<file path="config.mk">
export PLATFORM = sky130hd
export DESIGN_NAME = regfile_writeback
export DESIGN_NICKNAME = d
export VERILOG_FILES = /design/src/rtl/regfile_writeback.sv
export SDC_FILE = /design/constraint.sdc
export NUM_CORES = 1
export LEC_CHECK = 0
export BUFFER_PORTS_ARGS = -buffer_cell sky130_fd_sc_hd__buf_2
export CELL_PAD_IN_SITES_DETAIL_PLACEMENT = 1
export CELL_PAD_IN_SITES_GLOBAL_PLACEMENT = 1
export CORE_MARGIN = 2
export CORE_UTILIZATION = 42
export CTS_CLUSTER_SIZE = 28
export DETAILED_ROUTE_END_ITERATION = 12
export PLACE_DENSITY = 0.8
export SETUP_SLACK_MARGIN = 0.5
export SYNTH_ARGS = -nofsm -noshare
export SYNTH_HDL_FRONTEND = slang
export SYNTH_SLANG_ARGS = --single-unit
</file>
<file path="constraint.sdc">
create_clock -name clk -period 2.1 [get_ports clk]
set_clock_uncertainty 0.05 [all_clocks]
set_input_delay 0.21 -clock clk [delete_from_list [all_inputs] [get_ports clk]]
set_output_delay 0.21 -clock clk [all_outputs]
set_load 0.01 [all_outputs]
</file>
<file path="src/rtl/regfile_writeback.sv">
// regfile_writeback: drives the register-file write port from ALU results
// and queued load responses, and tracks outstanding loads per register.
//
// Ports:
//   clk, rst            rising-edge clock, synchronous active-high reset
//   alu_valid/rd/data   single-cycle ALU result (strict priority)
//   ld_issue/_rd        load issued, marks ld_issue_rd pending
//   ld_resp_*           load response push into FIFO (ready = !full)
//   we/writeAddr/...    registered register-file write port
//   busy                bit n set while a load to rn is outstanding
//   waw_err             sticky: ALU wrote a register with a pending load
module regfile_writeback #(
    parameter int DEPTH = 4,
    parameter int AW    = 4,
    parameter int DW    = 32
) (
    input  logic          clk,
    input  logic          rst,
    input  logic          alu_valid,
    input  logic [AW-1:0] alu_rd,
    input  logic [DW-1:0] alu_data,
    input  logic          ld_issue,
    input  logic [AW-1:0] ld_issue_rd,
    input  logic          ld_resp_valid,
    output logic          ld_resp_ready,
    input  logic [AW-1:0] ld_resp_rd,
    input  logic [DW-1:0] ld_resp_data,
    output logic          we,
    output logic [AW-1:0] writeAddr,
    output logic [DW-1:0] writeData,
    output logic [15:0]   busy,
    output logic          waw_err
);

    localparam int PW = $clog2(DEPTH);
    localparam logic [PW:0] FULLN = (PW+1)'(DEPTH);

    logic [AW-1:0] rd_mem   [DEPTH];
    logic [DW-1:0] data_mem [DEPTH];

    logic [PW-1:0] head;
    logic [PW-1:0] tail;
    logic [PW:0]   count;

    logic          push;
    logic          pop;
    logic [AW-1:0] head_rd;
    logic [DW-1:0] head_data;

    logic          we_d;
    logic [AW-1:0] addr_d;
    logic [DW-1:0] data_d;
    logic [15:0]   busy_d;
    logic          waw_d;

    // Ready depends only on occupancy so the producer never sees a
    // combinational path through the ALU/pop decision.
    assign ld_resp_ready = (count != FULLN);
    assign push = ld_resp_valid && ld_resp_ready;
    assign pop  = !alu_valid && (count != '0);

    assign head_rd   = rd_mem[head];
    assign head_data = data_mem[head];

    always_ff @(posedge clk) begin
        if (push) begin
            rd_mem[tail]   <= ld_resp_rd;
            data_mem[tail] <= ld_resp_data;
        end
    end

    always_ff @(posedge clk) begin
        if (rst) begin
            head  <= '0;
            tail  <= '0;
            count <= '0;
        end else begin
            if (push)
                tail <= tail + PW'(1);
            if (pop)
                head <= head + PW'(1);
            unique case ({push, pop})
                2'b10:   count <= count + (PW+1)'(1);
                2'b01:   count <= count - (PW+1)'(1);
                default: count <= count;
            endcase
        end
    end

    // Write-port selection; address/data hold when nothing is written.
    always_comb begin
        we_d   = 1'b0;
        addr_d = writeAddr;
        data_d = writeData;
        unique case (1'b1)
            alu_valid: begin
                we_d   = (alu_rd != '0);
                addr_d = alu_rd;
                data_d = alu_data;
            end
            pop: begin
                we_d   = (head_rd != '0);
                addr_d = head_rd;
                data_d = head_data;
            end
            default: ;
        endcase
    end

    // Clear on pop first, then set on issue so a same-bit collision
    // leaves the register pending.
    always_comb begin
        busy_d = busy;
        if (pop && head_rd != '0)
            busy_d[head_rd] = 1'b0;
        if (ld_issue && ld_issue_rd != '0)
            busy_d[ld_issue_rd] = 1'b1;
    end

    assign waw_d = waw_err ||
                   (alu_valid && alu_rd != '0 && busy[alu_rd]);

    always_ff @(posedge clk) begin
        if (rst) begin
            we        <= 1'b0;
            writeAddr <= '0;
            writeData <= '0;
            busy      <= '0;
            waw_err   <= 1'b0;
        end else begin
            we        <= we_d;
            writeAddr <= addr_d;
            writeData <= data_d;
            busy      <= busy_d;
            waw_err   <= waw_d;
        end
    end

endmodule

</file>
==> run_results.csv <==
group,metric,value,unit
clock_tree,cts-htree-levels,1,
setup_path,worst_path_largest_cell_delay,0.40,ns
pwr,total_power,14.4,mW
min_path,hold_path_class,"in2reg",
detailed_routing,via_per_inst,5.95,
timing,finalHoldWorstSlack,-0.00891,ns
floorplanning,core,18800,um2
timing,timing.fmax,432,MHz
clock_tree,ctsLongestPathBuffers,3,
timing,least_setup_slack_across_all_paths_after_layout,-0.214,ns
setup_path,type_of_destination_of_the_critical_path,"register",
clock_tree,clk_root_buffer_cell,"sky130_fd_sc_hd__clkbuf_16",
outcome,violated_checks,"hold timing, setup timing",
logic_synthesis,netlist_top_cells_area,"sky130_fd_sc_hd__edfxtp_1 54%, sky130_fd_sc_hd__dfxtp_1 16%, sky130_fd_sc_hd__mux4_2 11%",
run,max-cap-violations,0,
detailed_routing,drtPass1Iterations,5,
clock_tree,clkSinkCount,207,
logic_synthesis,synthesis.area_per_instance,15.0,um2
pwr,p_int,9.68,mW
global_route,number_of_antenna_violations_at_the_first_check_in_global_routing,1,
detailed_routing,dr_total_vias,6285,
placement,dp_hpwl,13.8,mm
placement,total_placed_cells_including_tap_cells,896,
setup_path,worstPathMaxFanout,2,
global_route,grt_start_max_net_pins,81,
logic_synthesis,synth_warnings,0,
global_route,grt_overflow_total,0,
pwr,power.share.sequential,0.359,
global_route,grt_first_pass_wirelength,38.2,mm
layout,postLayoutCoreUtil,0.625,
clock_tree,tritoncts.num_buffers,22,
global_route,global_route.usage.total,0.249,
layout,finalNonFillerCells,1056,
logic_synthesis,synth.lib_cells_used.distinct,39,
clock_tree,clk_transition_reported_paths,0.07,ns
layout,post_route_cells_drive_above_1_share,0.449,
floorplanning,floorplan.rows,50,
logic_synthesis,syn-instance-count,538,
layout,final_cell_mix,"144 x sky130_fd_sc_hd__edfxtp_1, 134 x sky130_fd_sc_hd__buf_2, 72 x sky130_fd_sc_hd__dlygate4sd3_1",
pwr,netSwitchingPower,4.75,mW
logic_synthesis,synth.net_count,625,
pwr,clkPwrFrac,0.291,
detailed_routing,ant_nets,0,
setup_path,cp-start-kind,"register",
timing,final_hold_viol_count,1,
pwr,leakage,4.47,nW
setup_path,critPathBufInv,2,
min_path,hold-path-cell-count,3,
placement,port-buffer-count,135,
timing,min_period,2.31,ns
setup_path,reg2reg_depth,9,
logic_synthesis,synth_area_leader_cell,"sky130_fd_sc_hd__edfxtp_1",
timing,timing.final.max_slew_violations,0,
timing,max_slew.worst_pin.slew,0.688,ns
pwr,power_frac_comb,0.351,
timing,slew-limit-headroom,0.536,
clock_tree,clock_latency_late_sink,0.52,ns
logic_synthesis,synth_seq_cells,207,
timing,grt_setup_unrepaired,"yes",
setup_path,criticalPathCategory,"reg2reg",
setup_path,arrival,2.71,ns
setup_path,critical_path.top_delay_family,"simple AND/OR/NAND/NOR gates",
setup_path,crit_cells,9,
setup_path,required,2.49,ns
detailed_routing,drc_errors,0,
floorplanning,pin_count,136,
timing,totalNegativeSetupSlack,-0.214,ns
pwr,vdd.ir_drop.worst,699,uV
floorplanning,floorplan.die_area,20300,um2
logic_synthesis,synth_area,8060,um2
clock_tree,cts_tree,"done",
setup_path,crit_slowest_cell,"sky130_fd_sc_hd__or3b_4",
timing,report.final.setup_viol,1,
floorplanning,floorplan.die.height,143,um
layout,most_common_cell_after_layout_fill_and_taps_aside,"sky130_fd_sc_hd__edfxtp_1",
detailed_routing,detail_route.iter0.violations,616,
floorplanning,start_util,0.430,
placement,place_congestion,0.808,
global_route,via_count_of_the_first_global_routing_pass,6408,
logic_synthesis,synth_sequential_area_ratio,0.693,
floorplanning,fp.dieW,143,um
outcome,run_status,"finished with violations",
detailed_routing,drt_total_wl,31.0,mm
pwr,sw_frac_of_total,0.329,
timing,crit_share_post_route,1.10,
logic_synthesis,synth_top_area_frac,0.536,
detailed_routing,detail_route.wl_per_cell,29.4,um
layout,num-nets-final,892,
layout,area_growth,45.5,%
pwr,cellPowerDensity,1230,nW/um2
placement,pre_cts_ws,-0.142,ns
setup_path,cells_along_the_critical_path,"or3b_4 -> and2_4 -> inv_4 -> ha_4 -> inv_2 -> fa_2 -> xor2_1 -> or3_1 -> a21oi_2",
-- Yosys cell counts (all sizes together) --
| library cell | instances |
|---|---|
| or4 | 1 |
| xor2 | 2 |
| clkbuf | 23 |
| edfxtp | 144 |
| buf | 9 |
| o21ai | 16 |
| a221oi | 35 |
| nor3b | 3 |
| or3 | 2 |
| nand2b | 2 |
| nand2 | 53 |
| nand3 | 4 |
| a21oi | 55 |
| nor2b | 3 |
| fa | 1 |
| or2 | 1 |
| o31ai | 1 |
| a21o | 1 |
| nor2 | 10 |
| or3b | 1 |
| and2 | 1 |
| xnor2 | 3 |
| o221ai | 1 |
| inv | 42 |
| nor3 | 1 |
| and3 | 5 |
| ha | 5 |
| nand3b | 2 |
| or4b | 2 |
| dfxtp | 63 |
| o211ai | 2 |
| mux4 | 39 |
| and3b | 1 |
| mux2i | 2 |
| o41ai | 1 |
| nand4b | 1 |
-- state kept, by name (all words and copies together), names as in the netlist, named ones only --
signal / flops
tail: 2
busy: 16
writeAddr: 4
writeData: 32
head: 2
count: 3
we: 1
waw_err: 1
data_mem: 128
rd_mem: 16
-- worst reg2reg max path, stage by stage (launching register included) --
cell                      delay (ns)
sky130_fd_sc_hd__dfxtp_2        0.32
sky130_fd_sc_hd__or3b_4         0.40
sky130_fd_sc_hd__and2_4         0.17
sky130_fd_sc_hd__inv_4          0.07
sky130_fd_sc_hd__ha_4           0.14
sky130_fd_sc_hd__inv_2          0.04
sky130_fd_sc_hd__fa_2           0.36
sky130_fd_sc_hd__xor2_1         0.18
sky130_fd_sc_hd__or3_1          0.37
sky130_fd_sc_hd__a21oi_2        0.13
-- metrics by stage --
| step | cell area [um2] | hold WS, ns |
|---|---|---|
| after global placement | 9150 | 0.372 |
| after detailed placement | 9150 | 0.375 |
| after CTS | 11000 | 0.00443 |
| final | 11700 | -0.00891 |
| after global routing | 11700 | 0.0117 |
| after floorplan | 8100 | 0.259 |
-- what timing repair did --
action / CTS / global route
setup buffers: 13 / 18
endpoints found under the hold margin: 180 / 0
setup endpoints to repair: 201 / 202
gates resized for setup: 53 / 75
cloned: 3 / 13
pin swaps: 13 / 38
hold buffers: 72 / 0
-- power groups by stage --
stage	sequential [mW]	clock (mW)	combinational, mW
finish	5.18	4.19	5.06
detailed placement	5.19	0	2.94
global placement	5.14	0	2.81
global route	5.20	4.34	5.23
floorplan	5.18	0	1.84
CTS	5.11	4.07	3.80
-- layer usage --
layer | routed length [um] | global-route usage | up-vias
met5 | 0 | 0 | -
met4 | 1410 | 0.0995 | 0
met3 | 2270 | 0.0407 | 83
met2 | 15900 | 0.446 | 404
met1 | 11500 | 0.301 | 3201
li1 | - | - | 2597
-- path summary, 6_finish.rpt --
path	startpoint	slack [ns]	to
min reg2reg	busy[0]	0.41	busy[0]
max	count[1]	-0.21	count[2]
min	ld_issue_rd[3]	-0.009	busy[13]
max reg2reg	count[1]	-0.21	count[2]
-- area by class of cell --
| class | instances | area [um2] |
|---|---|---|
| Antenna cell | 1 | 2.50 |
| Clock buffer | 29 | 618 |
| Clock inverter | 11 | 139 |
| Fill cell | 1760 | 7040 |
| Inverter | 42 | 160 |
| Multi-Input combinational cell | 257 | 2580 |
| Sequential cell | 207 | 5590 |
| Tap cell | 234 | 293 |
| Timing Repair Buffer | 275 | 2350 |
-- cell families after synthesis --
| logic type | after synthesis | share of synthesized area |
|---|---|---|
| flops | 207 | 0.693 |
| compound gates | 112 | 0.0880 |
| simple gates | 93 | 0.0560 |
| buf+inv | 74 | 0.0363 |
| mux | 41 | 0.111 |
| fa+ha+maj | 6 | 0.0102 |
| xor+xnor | 5 | 0.00543 |
Note: power is estimated with default switching activity, not from simulation.
